[src/rtl/m92_pic_nested_if.sv]
// Bus bundle for the M92 nested PIC: register port, CPU INT/INTA pins and raw IRQ inputs.
// master drives the register/ack/request side, slave is the controller itself.
interface m92_pic_nested_if #(
   parameter int N_IRQ = 8
);
   logic             ce_i;
   logic             cs_i;
   logic             wr_i;
   logic             rd_i;
   logic             a0_i;
   logic [7:0]       din_i;
   logic [7:0]       dout_o;
   logic             int_req_o;
   logic [7:0]       int_vector_o;
   logic             int_ack_i;
   logic [N_IRQ-1:0] intp_i;

   modport master (
      output ce_i, cs_i, wr_i, rd_i, a0_i, din_i, int_ack_i, intp_i,
      input  dout_o, int_req_o, int_vector_o
   );

   modport slave (
      input  ce_i, cs_i, wr_i, rd_i, a0_i, din_i, int_ack_i, intp_i,
      output dout_o, int_req_o, int_vector_o
   );
endinterface

[src/rtl/m92_pic_nested.sv]
// V30-style nested-priority interrupt controller (IRR/ISR/IMW, EOI, auto-EOI, edge/level triggers).
// Optional macro M92_PIC_POLL_EN adds poll-mode reads that acknowledge without INTA.
//
// state      | meaning
// UNINIT     | after reset, ignores triggers and data writes
// INIT_IW2   | waiting for vector base (a0=1)
// INIT_IW3   | waiting for cascade word, discarded (no cascade)
// INIT_IW4   | waiting for mode word (bit1 = auto-EOI)
// INIT_DONE  | operational; a0=1 writes go to the mask
module m92_pic_nested #(
   parameter int         N_IRQ      = 8,
   parameter logic [7:0] LEVEL_MASK = 8'h00
) (
   input logic            clk,
   input logic            rst,
   m92_pic_nested_if.slave bus
);
   typedef enum logic [2:0] {UNINIT, INIT_IW2, INIT_IW3, INIT_IW4, INIT_DONE} state_t;

   localparam logic [7:0] CH_MASK = 8'((9'd1 << N_IRQ) - 9'd1);

   state_t     state_q, state_d;
   logic [7:0] irr_q, irr_d, isr_q, isr_d, imw_q, imw_d;
   logic       lvl_inv_q, lvl_inv_d, single_q, single_d, need_iw4_q, need_iw4_d;
   logic [4:0] base_q, base_d;
   logic       aeoi_q, aeoi_d;
   logic       ack_q, phase_q, phase_d;
   logic [7:0] intp_q, vec_q, vec_d, dout_q, dout_d;
   logic       rdsel_q, rdsel_d;
`ifdef M92_PIC_POLL_EN
   logic       poll_q, poll_d;
`endif

   logic [7:0] intp_w, trig_lvl, pend;
   logic [2:0] p, isr_low;
   logic       int_req;
   logic       wr_en, rd_en, iw1_wr, cmd_wr, dat_wr, eoi_wr, sel_wr;
   logic       ack_rise, ack2, poll_rd, take;

   always_comb begin
      intp_w = '0;
      intp_w[N_IRQ-1:0] = bus.intp_i;
      trig_lvl = (LEVEL_MASK ^ {8{lvl_inv_q}}) & CH_MASK;
      pend = irr_q & ~imw_q;
      p = 3'd0;
      for (int i = 7; i >= 0; i--) if (pend[i]) p = 3'(i);
      isr_low = 3'd0;
      for (int i = 7; i >= 0; i--) if (isr_q[i]) isr_low = 3'(i);
      int_req = (pend != 8'd0) && ((isr_q == 8'd0) || (p < isr_low));
   end

   assign wr_en    = bus.cs_i & bus.wr_i;
   assign rd_en    = bus.cs_i & bus.rd_i;
   assign iw1_wr   = wr_en & ~bus.a0_i & bus.din_i[4];
   assign cmd_wr   = wr_en & ~bus.a0_i & ~bus.din_i[4];
   assign dat_wr   = wr_en & bus.a0_i;
   assign eoi_wr   = cmd_wr & ~bus.din_i[3] & bus.din_i[5];
   assign sel_wr   = cmd_wr & bus.din_i[3];
   assign ack_rise = bus.int_ack_i & ~ack_q;
   assign ack2     = ack_rise & phase_q;
`ifdef M92_PIC_POLL_EN
   assign poll_rd  = rd_en & ~bus.a0_i & poll_q;
`else
   assign poll_rd  = 1'b0;
`endif
   assign take     = (ack2 | poll_rd) & int_req;

   always_comb begin
      state_d    = state_q;
      imw_d      = imw_q;
      lvl_inv_d  = lvl_inv_q;
      single_d   = single_q;
      need_iw4_d = need_iw4_q;
      base_d     = base_q;
      aeoi_d     = aeoi_q;
      rdsel_d    = rdsel_q;
      phase_d    = ack_rise ? ~phase_q : phase_q;
      vec_d      = vec_q;
      dout_d     = dout_q;
`ifdef M92_PIC_POLL_EN
      poll_d     = poll_q;
`endif

      // EOI works on the ISR as it stood before any same-cycle acknowledge
      isr_d = isr_q;
      if (eoi_wr) begin
         if (bus.din_i[6]) isr_d[bus.din_i[2:0]] = 1'b0;
         else if (isr_q != 8'd0) isr_d[isr_low] = 1'b0;
      end

      irr_d = irr_q;
      if (take) begin
         irr_d[p] = 1'b0;
         if (!aeoi_q) isr_d[p] = 1'b1;
      end
      if (ack2) vec_d = {base_q, (int_req ? p : 3'd7)};

      // triggers applied after the ack clear so a fresh request survives it
      if (state_q == INIT_DONE) begin
         for (int i = 0; i < 8; i++) begin
            if (trig_lvl[i]) irr_d[i] = intp_w[i];
            else if (intp_w[i] && !intp_q[i]) irr_d[i] = 1'b1;
         end
      end

      if (rd_en) dout_d = bus.a0_i ? imw_q : (rdsel_q ? isr_q : irr_q);
`ifdef M92_PIC_POLL_EN
      if (poll_rd) begin
         dout_d = {int_req, 4'b0000, p};
         poll_d = 1'b0;
      end
      if (sel_wr && bus.din_i[2]) poll_d = 1'b1;
`endif

      if (sel_wr && bus.din_i[1]) rdsel_d = bus.din_i[0];

      if (dat_wr) begin
         case (state_q)
            INIT_IW2: begin
               base_d  = bus.din_i[7:3];
               state_d = !single_q ? INIT_IW3 : (need_iw4_q ? INIT_IW4 : INIT_DONE);
            end
            INIT_IW3: state_d = need_iw4_q ? INIT_IW4 : INIT_DONE;
            INIT_IW4: begin
               aeoi_d  = bus.din_i[1];
               state_d = INIT_DONE;
            end
            INIT_DONE: imw_d = bus.din_i & CH_MASK;
            default: ;
         endcase
      end

      if (iw1_wr) begin
         lvl_inv_d  = bus.din_i[3];
         single_d   = bus.din_i[1];
         need_iw4_d = bus.din_i[0];
         irr_d      = '0;
         isr_d      = '0;
         imw_d      = '0;
         rdsel_d    = 1'b0;
         phase_d    = 1'b0;
         state_d    = INIT_IW2;
`ifdef M92_PIC_POLL_EN
         poll_d     = 1'b0;
`endif
      end
   end

   always_ff @(posedge clk or posedge rst) begin
      if (rst) begin
         state_q    <= UNINIT;
         irr_q      <= '0;
         isr_q      <= '0;
         imw_q      <= '0;
         lvl_inv_q  <= 1'b0;
         single_q   <= 1'b0;
         need_iw4_q <= 1'b0;
         base_q     <= '0;
         aeoi_q     <= 1'b0;
         ack_q      <= 1'b0;
         phase_q    <= 1'b0;
         intp_q     <= '0;
         vec_q      <= '0;
         dout_q     <= '0;
         rdsel_q    <= 1'b0;
`ifdef M92_PIC_POLL_EN
         poll_q     <= 1'b0;
`endif
      end else if (bus.ce_i) begin
         state_q    <= state_d;
         irr_q      <= irr_d;
         isr_q      <= isr_d;
         imw_q      <= imw_d;
         lvl_inv_q  <= lvl_inv_d;
         single_q   <= single_d;
         need_iw4_q <= need_iw4_d;
         base_q     <= base_d;
         aeoi_q     <= aeoi_d;
         ack_q      <= bus.int_ack_i;
         phase_q    <= phase_d;
         intp_q     <= intp_w;
         vec_q      <= vec_d;
         dout_q     <= dout_d;
         rdsel_q    <= rdsel_d;
`ifdef M92_PIC_POLL_EN
         poll_q     <= poll_d;
`endif
      end
   end

   assign bus.dout_o       = dout_q;
   assign bus.int_req_o    = int_req;
   assign bus.int_vector_o = vec_q;
endmodule
[src/flat_wrapper.sv]
// flat-port wrapper written by rule: the top's interface ports become plain ports
module m92_pic_nested_flat 
#(
   parameter int         N_IRQ      = 8,
   parameter logic [7:0] LEVEL_MASK = 8'h00
)
  (clk, rst, bus_ce_i, bus_cs_i, bus_wr_i, bus_rd_i, bus_a0_i, bus_din_i, bus_int_ack_i, bus_intp_i, bus_dout_o, bus_int_req_o, bus_int_vector_o);
  m92_pic_nested_if #(.N_IRQ(N_IRQ)) bus_i ();
  input logic clk;
  input logic rst;
  input wire logic [$bits(bus_i.ce_i)-1:0] bus_ce_i;
  input wire logic [$bits(bus_i.cs_i)-1:0] bus_cs_i;
  input wire logic [$bits(bus_i.wr_i)-1:0] bus_wr_i;
  input wire logic [$bits(bus_i.rd_i)-1:0] bus_rd_i;
  input wire logic [$bits(bus_i.a0_i)-1:0] bus_a0_i;
  input wire logic [$bits(bus_i.din_i)-1:0] bus_din_i;
  input wire logic [$bits(bus_i.int_ack_i)-1:0] bus_int_ack_i;
  input wire logic [$bits(bus_i.intp_i)-1:0] bus_intp_i;
  output wire logic [$bits(bus_i.dout_o)-1:0] bus_dout_o;
  output wire logic [$bits(bus_i.int_req_o)-1:0] bus_int_req_o;
  output wire logic [$bits(bus_i.int_vector_o)-1:0] bus_int_vector_o;
  assign bus_i.ce_i = bus_ce_i;
  assign bus_i.cs_i = bus_cs_i;
  assign bus_i.wr_i = bus_wr_i;
  assign bus_i.rd_i = bus_rd_i;
  assign bus_i.a0_i = bus_a0_i;
  assign bus_i.din_i = bus_din_i;
  assign bus_i.int_ack_i = bus_int_ack_i;
  assign bus_i.intp_i = bus_intp_i;
  assign bus_dout_o = bus_i.dout_o;
  assign bus_int_req_o = bus_i.int_req_o;
  assign bus_int_vector_o = bus_i.int_vector_o;
  m92_pic_nested #(.N_IRQ(N_IRQ), .LEVEL_MASK(LEVEL_MASK)) u_core (.clk(clk), .rst(rst), .bus(bus_i));
endmodule
[config.mk]
export PLATFORM = sky130hd
export DESIGN_NAME = m92_pic_nested_flat
export DESIGN_NICKNAME = d
export VERILOG_FILES = /design/src/rtl/m92_pic_nested_if.sv /design/src/rtl/m92_pic_nested.sv /design/src/flat_wrapper.sv
export SDC_FILE = /design/constraint.sdc
export NUM_CORES = 1
export LEC_CHECK = 0
export ABC_AREA = 1
export CAP_MARGIN = 10
export CORE_MARGIN = 2
export CORE_UTILIZATION = 45
export CTS_BUF_LIST = sky130_fd_sc_hd__clkbuf_4 sky130_fd_sc_hd__clkbuf_8 sky130_fd_sc_hd__clkbuf_16
export CTS_CLUSTER_SIZE = 28
export DETAILED_ROUTE_END_ITERATION = 6
export PLACE_DENSITY = 0.72
export SYNTH_ARGS = -nofsm -noshare
export SYNTH_HDL_FRONTEND = slang
export SYNTH_SLANG_ARGS = --single-unit
[constraint.sdc]
create_clock -name clk -period 2.8 [get_ports clk]
set_input_delay 0.28 -clock clk [delete_from_list [all_inputs] [get_ports clk]]
set_output_delay 0.28 -clock clk [all_outputs]
set_load 0.01 [all_outputs]
==> results of run 1 <==
[metrics by stage]
stage	power, mW	cells	hold WS, ns	setup slack (ns)	utilization (%)
floorplan	3.23	506	0.401	0.811	-
global placement	3.97	647	0.454	0.191	54.0
detailed placement	4.02	647	0.464	0.130	54.0
CTS	4.98	665	0.334	0.200	57.1
global route	5.43	665	0.360	0.00505	57.1
finish	4.99	665	0.317	0.199	57.1
[worst max-delay path: cells and delay by family (launching register included)]
| kind | cells | cell delay, ns |
|---|---|---|
| and+or+nand+nor | 9 | 0.89 |
| buffers and inverters | 3 | 0.38 |
| DFF | 1 | 0.41 |
| adders and majority gates | 1 | 0.33 |
[report_power, final]
group          switching, mW  internal [mW]
registers              0.264           1.22
logic                   1.64           1.02
clock network          0.348          0.492
[worst min path at each step]
stage | from | to | slack [ns]
finish | rst | u_core.state_q[0] | 0.32
global route | rst | u_core.state_q[1] | 0.36
CTS | rst | u_core.state_q[1] | 0.33
detailed placement | u_core.base_q[0] | u_core.bus.int_vector_o[3] | 0.46
global placement | u_core.bus.int_vector_o[7] | u_core.bus.int_vector_o[7] | 0.45
floorplan | bus_int_ack_i | u_core.ack_q | 0.40
[flip-flops by register name (all words and copies together) (netlist names)]
name	cells
u_core.state_q	3
u_core.phase_q	1
u_core.single_q	1
u_core.irr_q	8
u_core.need_iw4_q	1
u_core.rdsel_q	1
u_core.bus.dout_o	8
u_core.isr_q	8
u_core.lvl_inv_q	1
u_core.aeoi_q	1
u_core.imw_q	8
u_core.bus.int_vector_o	8
u_core.ack_q	1
u_core.intp_q	8
u_core.base_q	5
[routing by layer]
layer / track usage, % / part of all wire, % / vias up
met5: 0 / 0 / -
li1: - / - / 1737
met4: 9.44 / 2.3 / 0
met3: 4.35 / 6.2 / 18
met1: 33.5 / 45 / 1693
met2: 38.4 / 46 / 139
[what timing repair did]
action                                  4_1_cts  5_1_grt
endpoints found under the setup margin        1        1
resized for setup                             5        1
setup buffers                                 2        0
cloned                                        0        0
pin swaps                                     2        1
[cell type report]
cell class	count	area [sq um]
multi-input combinational	355	1700
fill	754	3310
tap	102	128
clock buffer	13	173
inverter	76	292
sequential	63	1580
clock inverter	3	40.0
timing repair buffer	53	509
[cell usage in the layout (no fill, tap or decap), types with 2 or more instances in the layout]
| cell | n |
|---|---|
| nand2_1 | 163 |
| dfrtp_1 | 63 |
| inv_1 | 59 |
| clkdlybuf4s50_1 | 39 |
| nor2_1 | 37 |
| o21ai_0 | 34 |
| nand3_1 | 24 |
| o21ai_1 | 16 |
| inv_2 | 15 |
| o211ai_1 | 12 |
| clkbuf_8 | 12 |
| buf_4 | 12 |
| nor3_1 | 11 |
| a21oi_1 | 9 |
| o22ai_1 | 8 |
| o22a_1 | 7 |
| nand2_2 | 6 |
| nand4_1 | 6 |
| nor2_2 | 4 |
| nor3_2 | 3 |
| a31oi_1 | 3 |
| clkinv_2 | 3 |
| o31ai_1 | 3 |
| nand2_4 | 2 |
| ha_1 | 2 |
[cell families after synthesis]
family | after synthesis
AOI/OAI and AO/OA | 95
adders and majority gates | 2
buffers and inverters | 88
DFF | 63
and+or+nand+nor | 258
==> flow_metrics.tcl, run 1 <==
set metrics [dict create \
    root_buffer "clkbuf_8" \
    ys_ff_latch 63 \
    diodes 0 \
    async_reset_ff_share_pct 100 \
    cp-startpoint "u_core.irr_q[5]" \
    synth.avg_cell_area_sq_um 7.12 \
    holdBufCountCts 0 \
    drv_slew 0 \
    dp_hpwl_um 7410 \
    synth.area.mux_share_pct 0 \
    worst-r2r-cell-count 16 \
    clkSinkCount 63 \
    synth_top_area_share_pct 43.8 \
    drt-pass1-iter-count 7 \
    synth_fa_ha_area_share_pct 0.695 \
    die_h_um 93.5 \
    cp_common_cell "nand2_1" \
    area_delta_synth_final_pct 22.5 \
    cp_max_fo 4 \
    yosysMostFrequentCell "nand2_1" \
    yosysUniqueCellTypes 30 \
    timing.final.hold_violations 0 \
    synth_edf_count 0 \
    p_leak_nw 2.23 \
    period_share_pct 92.9 \
    netlist_area_sq_mm 0.00360 \
    initial_core_util_pct 46.6 \
    grt_pass1_vias 3408 \
    ys_dominant_reg_cell "dfrtp_1" \
    crit_end "bus_int_req_o" \
    post-route-min-period_ns 2.60 \
    cts_buffer_depth 2 \
    path_cells "nand2_1 -> nand2_1 -> nor2_1 -> nor2_2 -> ha_1 -> nand2_1 -> inv_1 -> nand2_2 -> nand2_2 -> nand2_4 -> nand2_4 -> inv_2 -> dlygate4sd2_1" \
    worst_ep_required_time_ns 2.52 \
    cts_tree "done" \
    max_stage_delay_ns 0.41 \
    yosys_warnings 0 \
    drt_iter0_drc 221 \
    ys_top_cells_by_area "dfrtp_1 44%, nand2_1 17%, inv_1 6.4%" \
    synth_compound_area_share_pct 15.6 \
    critPathSlowestCell "dfrtp_1" \
    wl_um 9900 \
    wl_per_cell_um 14.9 \
    coreArea_sq_mm 0.00773 \
    io_pins 41 \
    worstReg2RegStart "u_core.irr_q[5]" \
    cts_buffers 9 \
    crit_path_end_kind "output port" \
    worstMarginPinSlew_ns 0.569 \
    drive_gt1_share_pct 11.5 \
    port_buffers 40 \
    max_cap_viol_count 0 \
    reg2reg_to "u_core.irr_q[6]" \
    synth_commonest_cells "163 x nand2_1, 63 x dfrtp_1, 61 x inv_1, 40 x nor2_1, 34 x o21ai_0" \
    skew_ns 0.00339 \
    seq_area_frac_synth_pct 43.8 \
    fmax_ghz 0.384 \
    rrSetupSlack_ns 0.49 \
    status "complete, no violations" \
    postPlaceCellArea_sq_mm 0.00418 \
    die_width_um 93.5 \
    fin_setup_tns_ns 0 \
    cp.arrival_ns 2.32 \
    htree_levels 3 \
    crit_type "flop to output port" \
    synth-simple-area-share_pct 30.5 \
    grt_overflow 0 \
    grt_pass1_wl_um 16400 \
    yosysTopAreaCell "dfrtp_1" \
    synth-xor-area-share_pct 0 \
    grt_max_degree 39 \
    holdCritPathClass "input pin to async pin" \
    setup_viol 0 \
    fin_area_sq_mm 0.00441 \
    max_slew_margin_pct 62.0 \
    clk_latency_ns 0.33 \
    p_per_area_mw_per_mm2 1130 \
    max-vdd-ir-drop_mv 0.426 \
    routed_via_density 5.39 \
    syn-num-nets 532 \
    synth_top_family_by_area "simple AND/OR/NAND/NOR gates" \
    crit_path_start_kind "flop" \
    drcViolationCount 0 \
    fp-row-count 32 \
    grtUsageTotal_pct 24.4 \
    clk_pin_slew_ns 0.07 \
    syn_inst 506 \
    die_area_sq_mm 0.00874 \
    fin_nets 584 \
    rsz0062_at_grt "false" \
    antenna_found_initial 0 \
    ant_nets 0 \
    vias 3587 \
    gp_congestion 0.980 \
]
No activity file was read; power rests on OpenSTA's default activity.
==> inputs of run 2 (changes only) <==
--- a/config.mk
+++ b/config.mk
@@ -13,6 +13,7 @@
 export CTS_CLUSTER_SIZE = 28
 export DETAILED_ROUTE_END_ITERATION = 6
 export PLACE_DENSITY = 0.72
+export SLEW_MARGIN = 10
 export SYNTH_ARGS = -nofsm -noshare
 export SYNTH_HDL_FRONTEND = slang
 export SYNTH_SLANG_ARGS = --single-unit
==> results of run 2 <==
Final layout, timing and power as in run 1 (identical DEF).
